`config.mk`:
```
export PLATFORM = sky130hd
export DESIGN_NAME = branch_resolve_unit
export DESIGN_NICKNAME = d
export VERILOG_FILES = /design/src/rtl/bru_pkg.sv /design/src/rtl/bru_fifo.sv /design/src/rtl/branch_resolve_unit.sv
export SDC_FILE = /design/constraint.sdc
export NUM_CORES = 1
export LEC_CHECK = 0
export ABC_AREA = 1
export CELL_PAD_IN_SITES_DETAIL_PLACEMENT = 1
export CELL_PAD_IN_SITES_GLOBAL_PLACEMENT = 2
export CORE_MARGIN = 3
export CORE_UTILIZATION = 37
export DETAILED_ROUTE_END_ITERATION = 8
export PLACE_DENSITY = 0.79
export SLEW_MARGIN = 20
export SYNTH_ARGS = -nofsm -noshare
export SYNTH_HDL_FRONTEND = slang
export SYNTH_SLANG_ARGS = --single-unit
```
`constraint.sdc`:
```
create_clock -name clk -period 6.1 [get_ports clk]
set_input_delay 0.915 -clock clk [delete_from_list [all_inputs] [get_ports clk]]
set_output_delay 0.915 -clock clk [all_outputs]
set_load 0.02 [all_outputs]
```
`src/rtl/bru_pkg.sv`:
```
// Shared types for the branch resolve unit: FSM state and the queued prediction record.
package bru_pkg;
  localparam int PC_W = 32;

  typedef enum logic {RUN = 1'b0, HOLD = 1'b1} bru_state_e;

  typedef struct packed {
    logic            taken;
    logic [PC_W-1:0] target;
    logic [PC_W-1:0] fallthru;
  } bru_entry_t;
endpackage

```
`src/rtl/bru_fifo.sv`:
```
// Generic synchronous FIFO with clear (clear beats push), full/empty flags and occupancy count.
module bru_fifo #(
  parameter int DEPTH = 4,
  parameter int W     = 8,
  localparam int AW   = $clog2(DEPTH)
) (
  input  logic         clk,
  input  logic         rst,
  input  logic         push,
  input  logic         pop,
  input  logic         clear,
  input  logic [W-1:0] wdata,
  output logic [W-1:0] rdata,
  output logic         full,
  output logic         empty,
  output logic [AW:0]  count
);
  logic [W-1:0]  mem [DEPTH];
  logic [AW-1:0] wr_ptr, rd_ptr;
  logic          do_push, do_pop;

  assign full    = (count == (AW+1)'(DEPTH));
  assign empty   = (count == '0);
  assign do_push = push & ~full;
  assign do_pop  = pop & ~empty;
  assign rdata   = mem[rd_ptr];

  // Pointers are log2(DEPTH) wide, so they wrap modulo DEPTH for free.
  always_ff @(posedge clk or posedge rst) begin
    if (rst) begin
      wr_ptr <= '0;
      rd_ptr <= '0;
      count  <= '0;
    end else if (clear) begin
      wr_ptr <= '0;
      rd_ptr <= '0;
      count  <= '0;
    end else begin
      if (do_push) wr_ptr <= wr_ptr + 1'b1;
      if (do_pop)  rd_ptr <= rd_ptr + 1'b1;
      count <= count + (AW+1)'(do_push) - (AW+1)'(do_pop);
    end
  end

  always_ff @(posedge clk) begin
    if (do_push && !clear) mem[wr_ptr] <= wdata;
  end
endmodule

```
`src/rtl/branch_resolve_unit.sv`:
```
// Checks EX branch outcomes against queued IF predictions; flushes and redirects on mismatch.
// Optional statistics counters are built when BRU_STATS_EN is defined.
module branch_resolve_unit
  import bru_pkg::*;
#(
  parameter int DEPTH       = 4,
  parameter int PC_W        = bru_pkg::PC_W,
  parameter int HOLD_CYCLES = 2,
  parameter int CNT_W       = 16
) (
  input  logic             clk,
  input  logic             rst,
  input  logic             pred_valid,
  input  logic             pred_taken,
  input  logic [PC_W-1:0]  pred_target,
  input  logic [PC_W-1:0]  pred_fallthru,
  output logic             pred_ready,
  input  logic             res_valid,
  input  logic             res_taken,
  input  logic [PC_W-1:0]  res_target,
  output logic             flush,
  output logic [PC_W-1:0]  redirect_pc,
  output logic             upd_valid,
  output logic             upd_taken,
  output logic             underflow_err,
  output logic [CNT_W-1:0] branch_cnt,
  output logic [CNT_W-1:0] mispred_cnt
);
  localparam int EW = 2*PC_W + 1;
  localparam int AW = $clog2(DEPTH);
  localparam int HW = $clog2(HOLD_CYCLES + 1);

  logic [EW-1:0]   q_rdata;
  logic            q_full, q_empty;
  logic [AW:0]     q_cnt;
  logic            head_taken;
  logic [PC_W-1:0] head_target, head_fallthru;
  logic            pop, push, mispred;
  logic [PC_W-1:0] correct_pc;
  bru_state_e      state, state_nxt;
  logic [HW-1:0]   hold_cnt, hold_nxt;

  // Entry layout matches bru_entry_t: {taken, target, fallthru}.
  assign {head_taken, head_target, head_fallthru} = q_rdata;

  assign pop        = res_valid & ~q_empty;
  assign mispred    = pop & ((res_taken != head_taken) |
                             (res_taken & (res_target != head_target)));
  assign correct_pc = res_taken ? res_target : head_fallthru;
  // A mispredict makes any same-cycle push wrong-path, so it is discarded.
  assign push       = pred_valid & pred_ready & ~mispred;

  bru_fifo #(.DEPTH(DEPTH), .W(EW)) u_fifo (
    .clk   (clk),
    .rst   (rst),
    .push  (push),
    .pop   (pop),
    .clear (mispred),
    .wdata ({pred_taken, pred_target, pred_fallthru}),
    .rdata (q_rdata),
    .full  (q_full),
    .empty (q_empty),
    .count (q_cnt)
  );

  always_ff @(posedge clk or posedge rst) begin
    if (rst) begin
      state    <= RUN;
      hold_cnt <= '0;
    end else begin
      state    <= state_nxt;
      hold_cnt <= hold_nxt;
    end
  end

  always_comb begin
    state_nxt = state;
    hold_nxt  = hold_cnt;
    case (state)
      RUN: if (mispred) begin
        state_nxt = HOLD;
        hold_nxt  = HW'(HOLD_CYCLES);
      end
      HOLD: begin
        hold_nxt = hold_cnt - 1'b1;
        if (hold_cnt == HW'(1)) state_nxt = RUN;
      end
      default: state_nxt = RUN;
    endcase
  end

  // Readiness comes from the current count, so a pop cannot open a slot in the same cycle.
  always_comb begin
    pred_ready = 1'b0;
    if (state == RUN) pred_ready = ~q_full;
  end

  always_ff @(posedge clk or posedge rst) begin
    if (rst) begin
      flush         <= 1'b0;
      redirect_pc   <= '0;
      upd_valid     <= 1'b0;
      upd_taken     <= 1'b0;
      underflow_err <= 1'b0;
    end else begin
      flush     <= mispred;
      upd_valid <= pop;
      upd_taken <= pop & res_taken;
      if (mispred) redirect_pc <= correct_pc;
      if (res_valid && q_cnt == '0) underflow_err <= 1'b1;
    end
  end

`ifdef BRU_STATS_EN
  always_ff @(posedge clk or posedge rst) begin
    if (rst) begin
      branch_cnt  <= '0;
      mispred_cnt <= '0;
    end else begin
      if (pop)     branch_cnt  <= branch_cnt + CNT_W'(1);
      if (mispred) mispred_cnt <= mispred_cnt + CNT_W'(1);
    end
  end
`else
  assign branch_cnt  = '0;
  assign mispred_cnt = '0;
`endif
endmodule

```
==> flow_summary.toml, run 1 <==
[route]
drtAntennaViolNets = 0
drc = 0
viasPerCell = 4.99
drt-total-wl_mm = 34.0
drt_iter0_markers = 526
via_count = 8316
drt-pass1-iter-count = 7
drt-wirelength-per-cell_um = 20.4

[clocking]
cts-root-buf = "clkbuf_16"
cts_resized = 0
h-tree-depth = 2
cts_tree = "done"
cts_buffers = 34
cts_setup_buffers = 0
ctsHoldBuffers = 0
cts.reportedPaths.clkPinSlew_ns = 0.06
cts.sinks = 306
insertion_delay_ns = 0.51
clockBufferDepth = 3

[timing]
relSlewSlack_pct = 41.7
layout_min_cycle_time_ns = 4.14
grt_setup_unrepaired = "no"
hold_viol = 0
slew_viol_final = 0
setup_tns_ns = 0
clock.fmax_ghz = 0.241
worstMarginPinSlew_ns = 0.865
fin_crit_sh_pct = 67.9
finalSetupViolCount = 0
hold_slack_ns = 0.481
final.setup_skew_ns = 0.0211
fin_ws_ns = 1.96

[worst_setup_path]
cp_slowest_stage_delay_ns = 0.89
worstSetupEndpointType = "flop"
slowest_stage = "dfrtp_4"
rr_endpoint = "u_fifo.mem[2][2]"
path_delay_family = "simple AND/OR/NAND/NOR gates"
reg2reg_slack_ns = 1.96
cp_max_fo = 68
crit_arrival_ns = 4.34
worstPathRequired_ns = 6.29
worst_setup_path_start_kind = "flop"
reg2reg_depth = 14
path_cells = "buf_4, nand2_1, nand3_1, nand2_1, nand2_1, o21ai_0, nor2_1, nand3_1, nor2_1, nand3_1, nand2_2, nand2_1, nor2_4, buf_12"
crit_top_cell = "nand2_1"
r2r-start = "u_fifo.rd_ptr[0]"
crit_buf_inv = 2
critPathKind = "flop to flop"

[finish]
nets = 1306
synthToLayoutAreaGrowth_pct = 21.6
final_cell_mix = "260 x edfxtp_1, 250 x nand2_1, 138 x clkdlybuf4s50_1, 106 x o21ai_0, 88 x nand3_1"
final_common_cell = "edfxtp_1"
antenna_cells = 0
fillers = 3539
final_cell_count_no_fill = 1668
fin_util_pct = 45.7
drive_gt1_share_pct = 6.15

[yosys]
synth_edf_count = 260
synth-seq-cells = 306
ys_seq_area_share_pct = 70.9
yosysWarnings = 0
syn_inst = 1064
syn_avg_cell_area_um2 = 11.9
netlist-cell-type-count = 27
async_flop_share_pct = 15.0
netlist_area_um2 = 12600
synth_ff_type = "edfxtp_1"

[worst_hold_path]
hold_path.class = "flop to flop"
worstHoldStart = "underflow_err"
whs_endpoint = "underflow_err"
hold_depth = 1

[floorplan]
core_area_um2 = 33600
top_level_ports = 171
die-area_um2 = 36400
initial_core_util_pct = 37.6
die_w_um = 191
dieHeight_um = 191
placementRows = 67

[grt]
grt_pass1_vias = 8752
grt_overflow = 0
gr-usage-all-layers_pct = 18.7
grt_pass1_wl_mm = 51.9
grt_max_degree = 81
antenna_found_initial = 1

[power_and_ir_drop]
powerDensity_nw_per_um2 = 432
leakagePower_nw = 5.65
ir_worst_vdd_uv = 222

[placement]
dp_cells = 1608
post-place-ws_ns = 1.89
gp_congestion = 0.744
io_buffer_count = 138
dp_hpwl_mm = 22.0

[status]
status = "finished clean"

[flow_run]
drv_cap = 0
[cell type report]
cell class                 instances  area (um^2)  area share [%]
timing repair buffer             155         1550            10.1
clock buffer                      40          883            5.75
clock inverter                    20          135           0.879
tap                              448          561            3.65
inverter                          36          136           0.887
sequential                       306         8960            58.3
multi-input combinational        663         3150            20.5
[power by group]
group,switching (mW),internal (mW),leakage (nW),total (mW)
logic,1.31,0.696,2.23,2.01
registers,0.173,2.58,2.91,2.75
clock network,0.804,1.08,0.502,1.88
[kinds of logic (layout without fill, tap and decap cells)]
logic type,Yosys count,count (layout),share of synthesized area (%)
buf+inv,126,251,5.40
flops,306,306,70.9
other cells,1,32,0.0297
compound gates,173,173,7.85
fa+ha+maj,8,8,0.851
xor+xnor,9,9,0.624
mux,1,1,0.0792
simple gates,440,440,14.3
[synthesized netlist by cell type (all sizes together) (2+ instances only)]
cell	number	share of area [%]
ha	7	0.69
nand4	2	0.099
dfrtp	46	9.1
nand3	88	3.5
xor2	8	0.55
buf	63	3.5
o221ai	32	2.2
a21oi	3	0.12
nor2	88	2.6
inv	36	1.1
nand3b	9	0.53
edfxtp	260	62
clkbuf	27	0.80
nand2	251	7.5
o21ai	136	5.4
or2	2	0.099
[sequential cells by signal, indices dropped and copies added, names as in the netlist, 2 cells and up]
name and cells:
hold_cnt 2, u_fifo.rd_ptr 2, u_fifo.mem 260, u_fifo.wr_ptr 2, u_fifo.count 3, redirect_pc 32
[worst max path at each step]
stage                                start                end  slack (ns)  cells past startpoint
after floorplan             res_target[25]   u_fifo.mem[0][0]        1.16                     12
after global placement    u_fifo.rd_ptr[0]  u_fifo.mem[2][53]        1.97                     14
after detailed placement  u_fifo.rd_ptr[0]  u_fifo.mem[0][18]        1.89                     14
after CTS                 u_fifo.rd_ptr[0]  u_fifo.mem[2][53]        1.88                     14
after global routing      u_fifo.rd_ptr[0]  u_fifo.mem[0][51]        1.52                     14
final                     u_fifo.rd_ptr[0]   u_fifo.mem[2][2]        1.96                     14
[per-layer routing]
metal / vias up / wire, um / global-route usage, %
li1: 3949 / - / -
met1: 4104 / 14900 / 24.7
met2: 217 / 16700 / 32.3
met3: 44 / 1780 / 3.40
met4: 2 / 630 / 4.26
met5: - / 13 / 0
[metrics by stage]
stage | area (um^2) | total power [mW]
6_report | 15400 | 6.65
5_1_grt | 15400 | 7.10
4_1_cts | 15400 | 6.75
3_5_place_dp | 14400 | 4.84
3_3_place_gp | 14400 | 4.79
2_1_floorplan | 12800 | 4.10
[worst register-to-register path, cell delays in order, from the launching register on]
cell and delay [ns]:
dfrtp_4 0.89, buf_4 0.70, nand2_1 0.14, nand3_1 0.11, nand2_1 0.09, nand2_1 0.06, o21ai_0 0.09, nor2_1 0.17
nand3_1 0.13, nor2_1 0.12, nand3_1 0.10, nand2_2 0.09, nand2_1 0.25, nor2_4 0.60, buf_12 0.29
(Power assumes the default switching activity.)
==> run 2: changes to the inputs <==
clock period = 4.3 ns   (was 6.1 ns; I/O delays follow)
==> run 2 against run 1 <==
Fmax up 14%. Worst setup slack worse by 1.3 ns. Combinational power up 50%. Via count up 1.4%. Sequential share of layout area down 0.48 points. Hold slack better by 0.0058 ns. Critical endpoint is now u_fifo.mem[2][58]. Design area up 0.84%. Non-clock buffer count up 2. Flip-flop and latch count unchanged. Clock power up 50%. Critical path type unchanged. Clock skew down 0.00095 ns. First-iteration DRC count up 26%. Largest power group unchanged.
==> flow_summary.toml, run 2 (synthesized netlist as in run 1, its figures left out) <==
[worst_setup_path]
reg2reg_depth = 16
worst_setup_path_start_kind = "flop"
crit_start = "u_fifo.rd_ptr[0]"
crit_top_cell = "nand2_1"
slowest_stage = "buf_4"
rr_endpoint = "u_fifo.mem[2][58]"
reg2reg_slack_ns = 0.66
path_cells = "buf_4, nand2_1, nand3_1, nand2_1, nand2_1, nand2_1, inv_1, nand2_1, nor2_1, nand2_1, nor2_1, nand3_1, nand2_2, nand2_1, nor2_4, buf_12"
critPathKind = "flop to flop"
worstSetupEndpointType = "flop"
crit_arrival_ns = 3.83
cp_slowest_stage_delay_ns = 0.73
cp_max_fo = 87
worstPathRequired_ns = 4.49
r2r-start = "u_fifo.rd_ptr[0]"
cp-endpoint = "u_fifo.mem[2][58]"

[finish]
synthToLayoutAreaGrowth_pct = 22.6
top_register = "u_fifo.mem"
reg_top3 = "u_fifo.mem: 260 flops, redirect_pc: 32 flops, u_fifo.count: 3 flops"
fin_util_pct = 46.1
fillers = 3557
antenna_cells = 0
final_common_cell = "edfxtp_1"
nets = 1308
final_cell_mix = "260 x edfxtp_1, 250 x nand2_1, 138 x clkdlybuf4s50_1, 106 x o21ai_0, 88 x nand3_1"
drive_gt1_share_pct = 6.30
fin_area_um2 = 15500
largest_reg_flops = 260

[flow_run]
drv_cap = 0

[clocking]
cts-root-buf = "clkbuf_16"
cts.reportedPaths.clkPinSlew_ns = 0.06
cts.sinks = 306
clockBufferDepth = 3
cts_buffers = 34
cts_resized = 0
cts_tree = "done"
ctsHoldBuffers = 0
h-tree-depth = 2
cts_setup_buffers = 0
insertion_delay_ns = 0.52

[floorplan]
die_w_um = 191
top_level_ports = 171
placementRows = 67
dieHeight_um = 191
core_area_um2 = 33600
initial_core_util_pct = 37.6
die-area_um2 = 36400

[worst_hold_path]
hold_path.class = "input port to async pin"

[timing]
final.setup_skew_ns = 0.0202
slew_viol_final = 0
fin_ws_ns = 0.659
fin_crit_sh_pct = 84.7
relSlewSlack_pct = 36.5
hold_viol = 0
layout_min_cycle_time_ns = 3.64
grt_setup_unrepaired = "no"
worstMarginPinSlew_ns = 0.952
finalSetupViolCount = 0
setup_tns_ns = 0
clock.fmax_ghz = 0.275

[status]
status = "finished clean"

[power_and_ir_drop]
netSwitchingPower_mw = 3.30
clockPowerShare_pct = 29.1
ir_worst_vdd_uv = 313
intPower_mw = 6.36
combPwrFrac_pct = 31.3
switching_share_pct = 34.1
leakagePower_nw = 5.68
power_mw = 9.66
powerDensity_nw_per_um2 = 623
pwr-share-seq_pct = 39.6

[route]
via_count = 8435
drt-pass1-iter-count = 5
drt-total-wl_mm = 34.5
drc = 0
drt_iter0_markers = 661
drtAntennaViolNets = 0
drt-wirelength-per-cell_um = 20.6
viasPerCell = 5.05

[placement]
io_buffer_count = 138
dp_hpwl_mm = 22.2
gp_congestion = 0.751
post-place-ws_ns = 0.678
placed_area_um2 = 14400

[grt]
grt_max_degree = 88
grt_overflow = 0
grt_pass1_wl_mm = 52.7
grt_pass1_vias = 8956
gr-usage-all-layers_pct = 19.0
antenna_found_initial = 1
[run 2: cell types whose count changed in the layout (fill, tap and decap cells not counted), sizes merged]
| cell | change |
|---|---|
| buf | +2 |
| bufinv | +2 |
| clkbuf | +9 |
| clkinv | -13 |
| clkinvlp | +2 |
[run 2: worst min-delay path by stage]
stage | to | slack (ns)
global placement | redirect_pc[5] | 0.48
finish | hold_cnt[0] | 0.49
floorplan | state | 0.47
CTS | hold_cnt[0] | 0.48
global route | redirect_pc[1] | 0.52
detailed placement | redirect_pc[27] | 0.48
[run 2: final cells by class]
type	count	area [um^2]	share of cell area (%)
Clock buffer	49	917	5.92
Clock inverter	11	153	0.985
Sequential cell	306	8960	57.8
Tap cell	448	561	3.62
Timing Repair Buffer	157	1620	10.5
Inverter	36	136	0.880
Multi-Input combinational cell	663	3150	20.3
[run 2: worst max-delay path, delay by kind of cell (launching register included)]
family / cells / cell delay (ns)
AND/OR/NAND/NOR: 13 / 1.74
flip-flops: 1 / 0.41
buffers and inverters: 3 / 1.09
[run 2: power by group through the flow]
stage	clock, mW	combinational [mW]	sequential, mW
floorplan	0	1.75	4.06
CTS	2.87	3.08	3.83
global route	3.00	3.40	3.87
detailed placement	0	3.06	3.88
global placement	0	2.98	3.87
finish	2.82	3.02	3.82
[run 2: through the flow]
step,cells,hold slack (ns)
floorplan,1095,0.473
global placement,1610,0.476
detailed placement,1610,0.478
CTS,1670,0.482
global route,1670,0.525
finish,1670,0.486
[run 2: routing by layer]
layer | global-route usage [%] | wire length (um) | vias to the layer above
li1 | - | - | 3947
met1 | 24.5 | 14800 | 4215
met2 | 33.2 | 17200 | 211
met3 | 3.66 | 1760 | 60
met4 | 4.63 | 744 | 2
met5 | 0 | 12 | -
==> run 3: changes to the inputs <==
CORE_UTILIZATION = 33   (was 37)
PLACE_DENSITY = 0.74   (was 0.79)
clock period = 3.3 ns   (was 4.3 ns; I/O delays follow)
==> run 3 against run 2 <==
Combinational power grew 42%. Clock-buffer cell count shrank 1. Hold slack gained 0.0042 ns. Non-clock buffer count grew 15. Register-to-register slack lost 0.41 ns. Fmax grew 19%. Largest cell class unchanged. Total power grew 35%. Critical path type unchanged. Die area grew 12%. Flip-flop and latch count is the same. Via count grew 1.1%. Routed wire length grew 7.0%. Sequential power grew 31%.
==> flow_summary.toml, run 3 (synthesized netlist as in run 1, its figures left out) <==
[clocking]
cts.sinks = 306
cts.reportedPaths.clkPinSlew_ns = 0.06
h-tree-depth = 2
clockBufferDepth = 3
cts_buffers = 34
ctsHoldBuffers = 0
cts-root-buf = "clkbuf_16"
cts_tree = "done"
insertion_delay_ns = 0.51

[floorplan]
initial_core_util_pct = 33.6
core_area_um2 = 37700
top_level_ports = 171
die-area_um2 = 40700
die_w_um = 202
placementRows = 71
dieHeight_um = 202

[timing]
grt_setup_unrepaired = "yes"
slew_viol_final = 0
layout_min_cycle_time_ns = 3.05
clock.fmax_ghz = 0.328
hold_viol = 0
hold_slack_ns = 0.491
final.setup_skew_ns = 0.0125
worstMarginPinSlew_ns = 0.724
finalSetupViolCount = 0
setup_tns_ns = 0
fin_crit_sh_pct = 92.5
relSlewSlack_pct = 51.7

[grt]
grt_max_degree = 75
grt_pass1_wl_mm = 55.6
antenna_found_initial = 4
gr-usage-all-layers_pct = 17.8
grt_pass1_vias = 9115
grt_use_met2_pct = 31.2
grt-busiest-layer = "met2"
grt_overflow = 0
use_met1_pct = 22.6
met3_usage_pct = 3.95

[route]
via_count = 8531
drt-total-wl_mm = 36.9
drtAntennaViolNets = 0
drc = 0
drt-wirelength-per-cell_um = 21.1
drt-pass1-iter-count = 5
viasPerCell = 4.87
drt_iter0_markers = 419

[worst_setup_path]
reg2reg_slack_ns = 0.25
crit_cells = 19
rr_endpoint = "u_fifo.count[2]"
cp_max_fo = 28
worst_setup_path_start_kind = "flop"
crit_buf_inv = 4
crit_top_cell = "nand2_1"
worstPathRequired_ns = 3.69
crit_arrival_ns = 3.44
cp-endpoint = "u_fifo.count[2]"
critPathKind = "flop to flop"
slowest_stage = "dfrtp_4"
r2r-start = "u_fifo.rd_ptr[0]"
path_delay_family = "simple AND/OR/NAND/NOR gates"
reg2reg_depth = 19
cp_slowest_stage_delay_ns = 0.52
path_cells = "inv_6, buf_16, nand2_1, nand3_1, nand2_1, nand2_1, nand4_1, nor2_4, nand2_1, nor2_2, nand3_1, nand2_2, nand2_2, inv_1, ha_1, inv_1, fa_1, xor2_1, nor2_1"
crit_start = "u_fifo.rd_ptr[0]"
worstSetupEndpointType = "flop"

[power_and_ir_drop]
leakagePower_nw = 5.84
powerDensity_nw_per_um2 = 816
ir_worst_vdd_uv = 429

[status]
status = "finished clean"

[placement]
dp_hpwl_mm = 23.2
io_buffer_count = 138
gp_congestion = 0.759

[finish]
final_common_cell = "edfxtp_1"
drive_gt1_share_pct = 7.91
final_cell_mix = "260 x edfxtp_1, 249 x nand2_1, 138 x clkdlybuf4s50_1, 106 x o21ai_0, 88 x nand3_1"
nets = 1323
fillers = 4055
reg_top3 = "u_fifo.mem: 260 flops, redirect_pc: 32 flops, u_fifo.count: 3 flops"
synthToLayoutAreaGrowth_pct = 26.0
largest_reg_flops = 260
top_register = "u_fifo.mem"

[flow_run]
drv_cap = 0

[worst_hold_path]
hold_path.class = "flop to flop"
-- run 3: changes by cell type in the layout (fill, tap and decap cells not counted), moves of 3 or more --
cell       before  now
clkinv_1        1    7
buf_12          8   15
clkbuf_1       14    7
clkbuf_16      34   40
clkbuf_8        1    4
-- run 3: report_power, final --
| part | internal (mW) | switching, mW |
|---|---|---|
| registers | 4.77 | 0.242 |
| logic | 1.56 | 2.73 |
| clock network | 2.21 | 1.49 |
| total | 8.54 | 4.46 |
-- run 3: final cells by class --
cell class              count  area, um^2  share of cell area, %
clock inverters            14        93.8                  0.589
multi-input cells         663        3160                   19.8
clock buffers              48        1010                   6.32
diodes                      1        2.50                 0.0157
repair buffers            172        1920                   12.1
flip-flops and latches    306        8960                   56.3
inverters                  36         140                  0.880
well taps                 511         639                   4.01
-- run 3: how the worst min path moves through the flow --
| stage | start | end | slack, ns | cells past startpoint |
|---|---|---|---|---|
| 6_report | redirect_pc[3] | redirect_pc[3] | 0.49 | 2 |
| 5_1_grt | redirect_pc[6] | redirect_pc[6] | 0.53 | 2 |
| 4_1_cts | redirect_pc[6] | redirect_pc[6] | 0.50 | 2 |
| 3_5_place_dp | redirect_pc[6] | redirect_pc[6] | 0.48 | 2 |
| 3_3_place_gp | redirect_pc[30] | redirect_pc[30] | 0.47 | 2 |
| 2_1_floorplan | state | state | 0.47 | 1 |
-- run 3: per-stage QoR --
stage	setup WS, ns	area [um^2]	power (mW)	cells	utilization, %
floorplan	-0.561	12800	7.57	1095	-
global placement	-0.123	14700	9.16	1683	39.0
detailed placement	-0.110	14700	9.27	1683	39.0
CTS	0.0367	15800	13.0	1745	41.9
global route	-0.00670	15900	13.8	1750	42.3
finish	0.249	15900	13.0	1751	42.3
-- run 3: worst register-to-register path: stages (launching register included) --
cell and delay, ns:
dfrtp_4 0.52, inv_6 0.15, buf_16 0.20, nand2_1 0.08, nand3_1 0.07, nand2_1 0.12, nand2_1 0.08, nand4_1 0.13
nor2_4 0.15, nand2_1 0.08, nor2_2 0.13, nand3_1 0.11, nand2_2 0.10, nand2_2 0.11, inv_1 0.08, ha_1 0.14
inv_1 0.05, fa_1 0.40, xor2_1 0.17, nor2_1 0.06
-- run 3: metal layers --
| layer | wire length (um) | vias to the layer above |
|---|---|---|
| li1 | - | 3991 |
| met1 | 15800 | 4281 |
| met2 | 18400 | 206 |
| met3 | 1910 | 47 |
| met4 | 716 | 6 |
| met5 | 41 | - |
-- run 3: timing repair --
item,CTS,global route
cloned,0,4
pin swaps,0,1
resized for setup,1,8
endpoints found under the setup margin,2,251
setup buffers,0,1
